<file path="src/rtl/id_ex_forward_stage_pkg.sv">
// Shared pipeline definitions: forward-select encodings, ID/EX stage states,
// the per-cycle register-bank action, and default datapath widths.
package pipe_pkg;

  // Operand-forwarding select encodings driven to the EX operand muxes.
  localparam logic [1:0] FWD_RF    = 2'b00;
  localparam logic [1:0] FWD_EXMEM = 2'b01;
  localparam logic [1:0] FWD_MEMWB = 2'b10;
  localparam logic [1:0] FWD_RSVD  = 2'b11;

  // Default datapath widths.
  localparam int DEF_DATA_W = 16;
  localparam int DEF_REG_W  = 4;
  localparam int DEF_CTRL_W = 8;
  localparam int DEF_CNT_W  = 16;

  // ID/EX stage control states.
  typedef enum logic [1:0] {
    RUN    = 2'b00,
    BUBBLE = 2'b01,
    HOLD   = 2'b10
  } state_t;

  // What the ID/EX register bank does on the coming clock edge.
  typedef enum logic [1:0] {
    ACT_LOAD   = 2'b00,  // capture id_* into ex_*
    ACT_HOLD   = 2'b01,  // keep every ex_* register
    ACT_BUBBLE = 2'b10,  // clear ex_valid, keep ex_* data
    ACT_KILL   = 2'b11   // flush: clear ex_valid, keep ex_* data
  } act_t;

endpackage

</file>
<file path="src/rtl/id_ex_forward_stage_fwd_promote.sv">
// Combinational forward-select promotion: when enabled, an EX/MEM select
// becomes MEM/WB because the producer has advanced one stage. RF, MEM/WB and
// the reserved encoding always pass through unchanged.
module fwd_promote
  import pipe_pkg::*;
(
  input  logic       en,
  input  logic [1:0] sel_in,
  output logic [1:0] sel_out
);

  // Promote only the EX/MEM encoding, and only when enabled.
  always_comb begin
    sel_out = sel_in;
    if (en && (sel_in == FWD_EXMEM)) begin
      sel_out = FWD_MEMWB;
    end
  end

endmodule

</file>
<file path="src/rtl/id_ex_forward_stage.sv">
// ID/EX pipeline register with operand-forwarding selects, load-use bubble
// insertion, EX multi-cycle hold and a saturating stall counter.
//
// Handshake: stall_up is the only backpressure signal. When stall_up=1 the
// upstream stages (PC, IF/ID) must hold their contents so the same id_*
// values are presented again on the next cycle; this stage never drops an
// instruction that it stalled. flush squashes whatever this stage would have
// captured, and upstream is squashed by its own owner.
module id_ex_forward_stage
  import pipe_pkg::*;
#(
  parameter int DATA_W = DEF_DATA_W,
  parameter int REG_W  = DEF_REG_W,
  parameter int CTRL_W = DEF_CTRL_W,
  parameter int CNT_W  = DEF_CNT_W
) (
  input  logic              clk,
  input  logic              rst_n,
  input  logic              id_valid,
  input  logic [REG_W-1:0]  id_op1,
  input  logic [REG_W-1:0]  id_op2,
  input  logic [DATA_W-1:0] id_a_data,
  input  logic [DATA_W-1:0] id_b_data,
  input  logic [1:0]        id_fwd_a,
  input  logic [1:0]        id_fwd_b,
  input  logic              id_hazard,
  input  logic              id_is_load,
  input  logic [CTRL_W-1:0] id_ctrl,
  input  logic              ex_busy,
  input  logic              flush,
  output logic              stall_up,
  output logic              ex_valid,
  output logic [REG_W-1:0]  ex_op1,
  output logic [REG_W-1:0]  ex_op2,
  output logic [DATA_W-1:0] ex_a_data,
  output logic [DATA_W-1:0] ex_b_data,
  output logic [1:0]        ex_fwd_a,
  output logic [1:0]        ex_fwd_b,
  output logic              ex_is_load,
  output logic [CTRL_W-1:0] ex_ctrl,
  output logic [CNT_W-1:0]  stall_count
);

  // Stage state, named so checkers can bind to it directly.
  state_t     state;
  state_t     state_next;
  act_t       act;
  logic       promote;
  logic       stall_c;
  logic       lu;
  logic [1:0] fwd_a_p;
  logic [1:0] fwd_b_p;

  // Load-use: the instruction in EX is a load whose result the decode slot
  // wants through the EX/MEM forward path, which cannot have it yet.
  assign lu = id_valid & id_hazard & ex_valid & ex_is_load &
              ((id_fwd_a == FWD_EXMEM) | (id_fwd_b == FWD_EXMEM));

  // Select promotion for the reload that follows a bubble.
  fwd_promote u_promote_a (
    .en      (promote),
    .sel_in  (id_fwd_a),
    .sel_out (fwd_a_p)
  );

  fwd_promote u_promote_b (
    .en      (promote),
    .sel_in  (id_fwd_b),
    .sel_out (fwd_b_p)
  );

  // Next-state, register-bank action and upstream stall; flush > ex_busy > lu.
  // Leaving HOLD re-evaluates lu: if the held instruction is a load feeding
  // the decode slot, a bubble is still required before the dependent enters.
  always_comb begin
    state_next = state;
    act        = ACT_LOAD;
    promote    = 1'b0;
    stall_c    = 1'b0;
    if (flush) begin
      act        = ACT_KILL;
      state_next = RUN;
    end else begin
      case (state)
        RUN, BUBBLE, HOLD: begin
          if (ex_busy) begin
            act        = ACT_HOLD;
            stall_c    = 1'b1;
            state_next = HOLD;
          end else if (lu) begin
            act        = ACT_BUBBLE;
            stall_c    = 1'b1;
            state_next = BUBBLE;
          end else begin
            act        = ACT_LOAD;
            promote    = (state == BUBBLE);
            state_next = RUN;
          end
        end
        default: begin
          act        = ACT_KILL;
          state_next = RUN;
        end
      endcase
    end
  end

  // Reset forces stall_up low immediately, whatever the state register held.
  assign stall_up = rst_n & stall_c;

  // State register.
  always_ff @(posedge clk or negedge rst_n) begin
    if (!rst_n) begin
      state <= RUN;
    end else begin
      state <= state_next;
    end
  end

  // ID/EX register bank.
  always_ff @(posedge clk or negedge rst_n) begin
    if (!rst_n) begin
      ex_valid   <= 1'b0;
      ex_op1     <= '0;
      ex_op2     <= '0;
      ex_a_data  <= '0;
      ex_b_data  <= '0;
      ex_fwd_a   <= FWD_RF;
      ex_fwd_b   <= FWD_RF;
      ex_is_load <= 1'b0;
      ex_ctrl    <= '0;
    end else begin
      case (act)
        ACT_LOAD: begin
          ex_valid   <= id_valid;
          ex_op1     <= id_op1;
          ex_op2     <= id_op2;
          ex_a_data  <= id_a_data;
          ex_b_data  <= id_b_data;
          ex_fwd_a   <= fwd_a_p;
          ex_fwd_b   <= fwd_b_p;
          ex_is_load <= id_is_load;
          ex_ctrl    <= id_ctrl;
        end
        ACT_BUBBLE, ACT_KILL: begin
          ex_valid <= 1'b0;
        end
        default: begin
          ex_valid <= ex_valid;
        end
      endcase
    end
  end

  // Saturating count of cycles in which upstream was stalled.
  always_ff @(posedge clk or negedge rst_n) begin
    if (!rst_n) begin
      stall_count <= '0;
    end else if (stall_up && (stall_count != {CNT_W{1'b1}})) begin
      stall_count <= stall_count + CNT_W'(1);
    end
  end

endmodule

</file>
<file path="config.mk">
export PLATFORM = sky130hd
export DESIGN_NAME = id_ex_forward_stage
export DESIGN_NICKNAME = d
export VERILOG_FILES = /design/src/rtl/id_ex_forward_stage_pkg.sv /design/src/rtl/id_ex_forward_stage_fwd_promote.sv /design/src/rtl/id_ex_forward_stage.sv
export SDC_FILE = /design/constraint.sdc
export NUM_CORES = 1
export LEC_CHECK = 0
export BUFFER_PORTS_ARGS = -buffer_cell sky130_fd_sc_hd__buf_2
export CAP_MARGIN = 0
export CELL_PAD_IN_SITES_DETAIL_PLACEMENT = 1
export CELL_PAD_IN_SITES_GLOBAL_PLACEMENT = 1
export CORE_AREA = 2 2 119 86
export DETAILED_ROUTE_END_ITERATION = 8
export DIE_AREA = 0 0 121 88
export PLACE_DENSITY = 0.82
export SLEW_MARGIN = 20
export SYNTH_ARGS = -nofsm -noshare
export SYNTH_HDL_FRONTEND = slang
export SYNTH_HIERARCHICAL = 1
export SYNTH_SLANG_ARGS = --single-unit
</file>
<file path="constraint.sdc">
create_clock -name clk -period 1.9 [get_ports clk]
set_clock_uncertainty 0.1 [all_clocks]
set_input_delay 0.57 -clock clk [delete_from_list [all_inputs] [get_ports clk]]
set_output_delay 0.57 -clock clk [all_outputs]
set_load 0.02 [all_outputs]
</file>
==> flow_summary.ini, run 1 <==
[status]
status = finished with violations
violations = negative setup slack

[clock_network]
clock-sinks = 72
clock_latency_ns = 0.33
clock_path_buffers = 2
cts.clk_slew.worst_paths_ns = 0.06
cts_buffers = 9
htreeDepth = 3
cts_tree = done
cts_root_buffer = clkbuf_16

[detailed_routing]
first_pass_iters = 4
viasPerCell = 4.56
ant_nets = 0
wl_per_cell_um = 16.1
drt_iter0_markers = 67
vias = 2298
wirelength_um = 8130
drc = 0

[synth]
yosysWarnings = 6
synthCells = 212
netlist_area_mm2 = 0.00328
yosys_most_used_dff = dfrtp_1
synth_nets = 272
synth.avg_cell_area_um2 = 15.5
synth_seq_area_share_pct = 55.0
async_flop_share_pct = 100
synth-edff-count = 0
ys_types = 32
ys_ff_latch = 72

[grt]
overflow = 0
grt_max_degree = 72
antenna_found_initial = 0
grt_pass1_wl_um = 12600
grt_pass1_vias = 2431
grt_usage_pct = 15.4

[placement]
dpl-instance-area_mm2 = 0.00415
pre_cts_ws_ns = -0.176
place.gp.congestion = 0.736
place_hpwl_um = 5860
dp_cells = 482
io_buffers = 129

[cells_and_area]
n_fill_cell = 1027
final_layout_size_suffix_gt1_share_pct = 66.5
final_cell_area_mm2 = 0.00461
diodes = 0
final_common_cell = buf_2
layout_common_cells = buf_2 (127), dfrtp_1 (70), mux2_4 (50)
area_growth_pct = 40.6
fin_cells = 504
fin_nets = 431

[power_and_ir_drop]
p_per_area_mw_per_mm2 = 1080
leakagePower_nw = 2.37
irDropWorstVdd_uv = 912
totalPowerFinal_mw = 4.95

[worst_setup_path]
r2r_slack_ns = 0.03
crit_required_ns = 1.23
r2r_end = ex_op2[0]
crit_start = ex_is_load
r2r_cells = 7
cp-end-kind = output port
reg2reg_from = ex_is_load
start_kind = flip-flop
path_class = reg2out
endpoint = stall_up
critical_path.max_fanout = 3
arrival_ns = 1.28

[timing]
rsz0062_at_grt = true
fin_crit_sh_pct = 103
worst_slack_ns = -0.0525
hold_violations = 0
setup_viol = 1
fin_hold_ws_ns = 0.369
maxSlewViolCount = 0
worst_pin_slew_ns = 0.891
fmax_mhz = 512
relSlewSlack_pct = 40.6
min_period_ns = 1.95

[floorplanning]
start_util_pct = 34.5
core_area_mm2 = 0.00950
fp.dieH_um = 88
chipWidth_um = 121
die-area_mm2 = 0.0106
fp-row-count = 30
io_pins = 130

[worst_hold_path]
min_path_type = in2reg

[flow_run]
max_cap_viol_count = 0
==> worst max-delay path: stages (launching register included) <==
cell and delay [ns]:
dfrtp_1 0.38, nand4_1 0.15, a21oi_4 0.20, o21bai_4 0.07, inv_2 0.05, buf_6 0.10
==> state kept, by name, indices dropped and copies added (netlist names) <==
signal	flops
ex_b_data	16
ex_is_load	1
ex_op1	4
ex_fwd_a	2
ex_valid	1
ex_fwd_b	2
state	2
stall_count	16
ex_op2	4
ex_ctrl	8
ex_a_data	16
==> layout make-up <==
| type | instances | area, µm² | share of cell area, % |
|---|---|---|---|
| timing repair buffer | 155 | 907 | 19.7 |
| clock inverter | 6 | 92.6 | 2.01 |
| multi-input combinational | 125 | 1380 | 30.0 |
| sequential | 72 | 1800 | 39.2 |
| inverter | 8 | 30.0 | 0.652 |
| clock buffer | 10 | 229 | 4.97 |
| tap | 128 | 160 | 3.48 |
==> kinds of logic after synthesis <==
family / after synthesis / synth area share, %
XOR/XNOR: 14 / 3.74
buffers and inverters: 15 / 4.93
AO/OA/AOI/OAI: 7 / 2.06
flip-flops: 72 / 55.0
AND/OR/NAND/NOR: 48 / 9.24
multiplexers: 55 / 24.6
adder cells (fa/ha/maj): 1 / 0.382
==> metal layers <==
| layer | share of wire (%) | vias to the layer above | GRT usage (%) |
|---|---|---|---|
| li1 | - | 1055 | - |
| met1 | 45 | 1142 | 20.2 |
| met2 | 46 | 92 | 24.1 |
| met3 | 8.0 | 9 | 6.12 |
| met4 | 0.84 | 0 | 4.02 |
| met5 | 0 | - | 0 |
==> how the worst min path moves through the flow <==
stage	cells after the start	slack [ns]	start	endpoint
final	2	0.37	id_a_data[3]	ex_a_data[3]
after global routing	2	0.34	id_b_data[2]	ex_b_data[2]
after floorplan	0	0.17	rst_n	ex_a_data[0]
after global placement	1	0.27	rst_n	stall_count[8]
after CTS	2	0.36	id_a_data[3]	ex_a_data[3]
after detailed placement	1	0.27	rst_n	stall_count[8]
==> synthesized netlist by cell type (2+ instances only) <==
cell type	number	area [µm²]
nand4_1	3	18.8
nor3_2	3	30.0
nand2_1	10	37.5
dfrtp_1	72	1800
a21oi_2	2	17.5
nor4_1	2	12.5
mux2_4	50	751
xnor2_1	4	35.0
buf_12	6	120
xor2_1	10	87.6
mux2_2	5	56.3
nand2b_4	2	27.5
inv_1	8	30.0
nor2_1	6	22.5
nor3_1	5	25.0
nand3_1	6	30.0
a21boi_2	2	22.5
and4_1	2	17.5
==> metrics by stage <==
step                      utilization (%)  setup TNS (ns)
after floorplan                         -               0
after global placement               43.7           -4.94
after detailed placement             43.7           -7.26
after CTS                            47.9         -0.0788
after global routing                 48.5           -1.71
final                                48.5         -0.0525
==> timing repair <==
item | CTS | global route
gates resized for setup | 8 | 5
cloned | 0 | 1
buffers inserted | 4 | 0
hold endpoints to repair | 1 | 0
pin swaps | 2 | 4
endpoints found under the setup margin | 5 | 60
hold buffers | 1 | 0
==> power breakdown <==
group / total, mW / internal (mW) / switching (mW)
Clock: 1.80 / 1.16 / 0.644
Combinational: 1.24 / 0.584 / 0.652
Sequential: 1.92 / 1.76 / 0.154
(Power assumes the default switching activity.)
==> run 2: changes to the inputs <==
CORE_AREA = 3 3 120 87   (was 2 2 119 86)
DIE_AREA = 0 0 123 90   (was 0 0 121 88)
==> run 2 against run 1 <==
Compared with the run above:
- the flow still finishes with violations (negative setup slack)
- global-route usage increased by 0.20 points
- hold slack worse by 0.20 ns
- flip-flop and latch count unchanged
- largest power group unchanged
- sequential share of layout area up 0.34 points
- sequential power barely moved
- non-clock buffer count is the same
- critical endpoint unchanged
- final cell count is 0.79% lower
- register-to-register slack worse by 0.02 ns
- via count about the same
- first-iteration DRC count down 27%
- die area is 4.0% higher
- utilization grew 1.2 points
==> flow_summary.ini, run 2 (synthesis results as in run 1) <==
[status]
status = finished with violations
violations = negative setup slack

[cells_and_area]
fin_cells = 500
multi_input_area_mm2 = 0.00136
diodes = 0
layout_common_cells = buf_2 (127), dfrtp_1 (70), mux2_4 (50)
seqCellArea_mm2 = 0.00180
utilization_pct = 49.7
area_growth_pct = 39.4
final_layout_size_suffix_gt1_share_pct = 66.8
top_regs = ex_a_data (16), ex_b_data (16), stall_count (16)
n_fill_cell = 994
final_common_cell = buf_2
final_cell_area_mm2 = 0.00457
fin_nets = 431

[worst_setup_path]
critical_path.max_fanout = 2
cp-end-kind = output port
r2r_end = stall_count[13]
crit_required_ns = 1.23
path_class = reg2out
start_kind = flip-flop
arrival_ns = 1.30
r2r_cells = 7
reg2reg_from = stall_count[0]
r2r_slack_ns = 0.01

[timing]
worst_pin_slew_ns = 0.617
fin_crit_sh_pct = 104
setup_viol = 1
hold_violations = 0
rsz0062_at_grt = true
fin_hold_ws_ns = 0.172
totalNegativeSetupSlack_ns = -0.0749
min_period_ns = 1.97
fmax_mhz = 506
worst_slack_ns = -0.0749
relSlewSlack_pct = 58.9
maxSlewViolCount = 0

[floorplanning]
fp.dieH_um = 90
start_util_pct = 35.7
die-area_mm2 = 0.0111
fp-row-count = 29
core_area_mm2 = 0.00918
chipWidth_um = 123
io_pins = 130

[detailed_routing]
drc = 0
ant_nets = 0
wl_per_cell_um = 17.7
vias = 2296
viasPerCell = 4.59
drt_iter0_markers = 49
first_pass_iters = 4
wirelength_um = 8830

[placement]
dp_cells = 479
place_hpwl_um = 6250
io_buffers = 129
place.gp.congestion = 0.767
dpl-instance-area_mm2 = 0.00414
pre_cts_ws_ns = -0.192

[power_and_ir_drop]
p_sw_mw = 1.49
combinationalPowerShare_pct = 25.0
sequentialPowerShare_pct = 38.1
leakagePower_nw = 2.34
intPower_mw = 3.51
irDropWorstVdd_uv = 629
p_clk_share_pct = 36.9
netSwitchingFraction_pct = 29.8
p_per_area_mw_per_mm2 = 1090
totalPowerFinal_mw = 4.99

[clock_network]
htreeDepth = 3
cts_tree = done
clock-sinks = 72
cts_buffers = 9
clock_latency_ns = 0.33
clock_path_buffers = 2
cts.clk_slew.worst_paths_ns = 0.06
cts_root_buffer = clkbuf_16
ctsHoldBuffers = 0

[worst_hold_path]
min_path_type = in2async

[grt]
grt_pass1_wl_um = 13400
grt_usage_pct = 15.6
grt_max_degree = 50
grt_pass1_vias = 2535
antenna_found_initial = 0
overflow = 0

[flow_run]
max_cap_viol_count = 0
run 2: cell types whose count changed in the layout (fill, tap and decap cells not counted), sizes merged:
cell,change
buf,+1
clkbuf,-1
dlygate4sd3,-1
inv,+1
clkinvlp,-1
clkinv,+1
run 2: critical path, stage by stage (launching register included):
cell	delay (ns)
dfrtp_1	0.38
a21oi_2	0.18
nand2_1	0.08
o21bai_4	0.17
inv_2	0.05
buf_6	0.10
run 2: worst max-delay path by stage:
stage	cells after the start	start	end
after floorplan	7	id_fwd_a[1]	ex_a_data[0]
after global placement	7	id_fwd_a[1]	stall_count[8]
after detailed placement	7	id_fwd_a[1]	stall_count[8]
after CTS	5	state[1]	stall_up
after global routing	5	state[0]	stall_up
final	5	state[0]	stall_up
run 2: area by class of cell:
| cell class | count | area share [%] |
|---|---|---|
| Multi-Input combinational cell | 125 | 29.7 |
| Tap cell | 124 | 3.40 |
| Clock inverter | 7 | 2.25 |
| Sequential cell | 72 | 39.5 |
| Timing Repair Buffer | 155 | 19.5 |
| Inverter | 8 | 0.658 |
| Clock buffer | 9 | 4.93 |
run 2: power by group through the flow:
stage | Clock (mW) | Combinational (mW) | Sequential [mW]
floorplan | 0 | 0.416 | 2.22
global placement | 0 | 1.19 | 1.91
detailed placement | 0 | 1.23 | 1.92
CTS | 1.89 | 1.25 | 1.91
global route | 1.97 | 1.34 | 1.94
finish | 1.84 | 1.25 | 1.90
run 2: what timing repair did:
item / in CTS / in global routing
endpoints found under the setup margin: 5 / 34
setup buffers: 3 / 1
gates cloned: 0 / 1
pin swaps: 3 / 4
gates resized for setup: 4 / 6
run 2: metal layers:
| metal | global-route usage (%) | routed length [µm] |
|---|---|---|
| met1 | 19.7 | 3690 |
| met5 | 0 | 0 |
| met2 | 25.6 | 4330 |
| met4 | 3.32 | 61 |
| met3 | 5.83 | 749 |
==> run 3: changes to the inputs <==
CORE_AREA = 3 3 117 86   (was 3 3 120 87)
DIE_AREA = 0 0 120 89   (was 0 0 123 90)
PLACE_DENSITY = 0.81   (was 0.82)
SYNTH_HIERARCHICAL = default   (was 1)
==> run 3 against run 2 <==
Compared with the run above:
- the flow still finishes with violations (negative setup slack)
- sequential power about the same
- hold slack improved by 0.20 ns
- wire length decreased by 4.4%
- non-clock buffer count decreased by 1
- utilization decreased by 0.48 points
- global-route usage decreased by 0.67 points
- die area decreased by 3.5%
- flip-flop and latch count unchanged
- largest power group unchanged
==> flow_summary.ini, run 3 <==
[synth]
synth_area_leader_cell = dfrtp_1
synth.avg_cell_area_um2 = 13.6
ys_ff_latch = 72
yosysMostFrequentCell = dfrtp_1
async_flop_share_pct = 100
ys_types = 31
yosysTopAreaCellShare_pct = 61.1
synthCells = 217
synth_area_leaders = dfrtp_1 (61%), mux2_2 (18%), xor2_1 (3.0%), nor3_1 (1.5%), nand2_1 (1.4%)
synth_nets = 277
synth-edff-count = 0
synth_common_cells = dfrtp_1 (72), mux2_2 (46), nand2_1 (11), inv_1 (10), xor2_1 (10)
yosys_most_used_dff = dfrtp_1
synth_seq_area_share_pct = 61.1
yosysWarnings = 0
netlist_area_mm2 = 0.00295

[cells_and_area]
fin_cells = 505
final_cell_area_mm2 = 0.00441
area_growth_pct = 49.7
top_regs = ex_a_data (16), ex_b_data (16), stall_count (16)
fin_nets = 436
final_common_cell = buf_2
layout_common_cells = buf_2 (127), dfrtp_1 (70), mux2_2 (46)
diodes = 0
final_layout_size_suffix_gt1_share_pct = 62.5

[timing]
fin_crit_sh_pct = 110
hold_violations = 0
maxSlewViolCount = 0
setup_viol = 37
min_period_ns = 2.10
relSlewSlack_pct = 38.9
worst_slack_ns = -0.198
fmax_mhz = 477
worst_pin_slew_ns = 0.917
rsz0062_at_grt = true

[worst_setup_path]
crit_required_ns = 1.23
arrival_ns = 1.43
critical_path.max_fanout = 2
start_kind = flip-flop
cp-end-kind = output port
path_class = reg2out

[floorplanning]
chipWidth_um = 120
core_area_mm2 = 0.00896
die-area_mm2 = 0.0107
fp-row-count = 29
start_util_pct = 32.9
fp.dieH_um = 89
io_pins = 130

[grt]
grt_max_degree = 73
grt_usage_pct = 15.0
antenna_found_initial = 0
grt_pass1_wl_um = 12500
overflow = 0
grt_pass1_vias = 2463

[clock_network]
cts_tree = done
cts_buffers = 9
clock-sinks = 72
htreeDepth = 3
cts.clk_slew.worst_paths_ns = 0.06
cts_root_buffer = clkbuf_16
clock_path_buffers = 2
clock_latency_ns = 0.32

[detailed_routing]
first_pass_iters = 4
wl_per_cell_um = 16.7
viasPerCell = 4.59
ant_nets = 0
drt_iter0_markers = 89
wirelength_um = 8450
vias = 2316
drc = 0

[placement]
place_hpwl_um = 6070
place.gp.congestion = 0.789
dpl-instance-area_mm2 = 0.00392
io_buffers = 129
dp_cells = 482
pre_cts_ws_ns = -0.244

[worst_hold_path]
min_path_type = in2async

[status]
status = finished with violations
violations = negative setup slack

[power_and_ir_drop]
leakagePower_nw = 2.15
p_per_area_mw_per_mm2 = 1100
irDropWorstVdd_uv = 701
totalPowerFinal_mw = 4.84

[flow_run]
max_cap_viol_count = 0
## run 3: final cells by class
type	count	area, µm²
inverter	10	37.5
fill	973	4550
sequential	72	1800
clock inverter	6	92.6
multi-input combinational	129	1190
tap	124	155
clock buffer	10	229
timing repair buffer	154	906
## run 3: final timing paths
kind                                        to  slack (ns)       start  cells past startpoint
worst min-delay path            stall_count[9]        0.37       rst_n                      2
max in group asynchronous       stall_count[1]        0.70       rst_n                      2
worst max register to register    ex_a_data[0]       -0.10  ex_is_load                      7
min in group clk                     ex_op1[1]        0.38   id_op1[1]                      2
worst min register to register       ex_op1[1]        0.38   ex_op1[1]                      1
worst max-delay path                  stall_up       -0.20  ex_is_load                      5
## run 3: layer usage
layer / up-vias / routed length, µm / GRT usage [%] / share of wire, %
met3: 2 / 529 / 5.31 / 6.3
met2: 79 / 4360 / 25.8 / 52
met1: 1154 / 3550 / 18.7 / 42
li1: 1081 / - / - / -
met5: - / 0 / 0 / 0
met4: 0 / 13 / 2.49 / 0.15
## run 3: cell families after synthesis
logic type                 after synthesis  synth area share, %
AOI/OAI and AO/OA                       15                 4.07
adders and majority gates                1                0.424
and+or+nand+nor                         50                 9.04
xor gates and xnor gates                13                 3.86
buffers and inverters                   16                 2.29
muxes                                   50                 19.2
DFF                                     72                 61.1
## run 3: critical path, cell delays in order (launching register included)
cell	delay, ns
dfrtp_1	0.39
nand4_1	0.18
a21oi_4	0.21
nor2_4	0.06
nor3_4	0.12
buf_6	0.14
## run 3: where the power goes
| group | leakage, nW | switching, mW | internal [mW] | total (mW) |
|---|---|---|---|---|
| combinational | 1.14 | 0.628 | 0.506 | 1.13 |
| clock | 0.149 | 0.641 | 1.16 | 1.80 |
| sequential | 0.866 | 0.153 | 1.76 | 1.91 |
| total | 2.15 | 1.42 | 3.42 | 4.84 |
## run 3: per-stage QoR
step,util (%),setup TNS (ns),hold slack (ns)
after detailed placement,43.7,-12.25,0.371
after global routing,49.3,-5.42,0.353
after global placement,43.7,-10.87,0.363
after CTS,47.5,-0.202,0.357
after floorplan,-,-0.813,0.174
final,49.3,-3.28,0.372
## run 3: what timing repair did
| item | in CTS | in global routing |
|---|---|---|
| gates resized for setup | 2 | 15 |
| setup buffers | 1 | 5 |
| pin swaps | 2 | 4 |
| hold buffers | 0 | 0 |
| gates cloned | 0 | 2 |
| endpoints found under the setup margin | 2 | 45 |
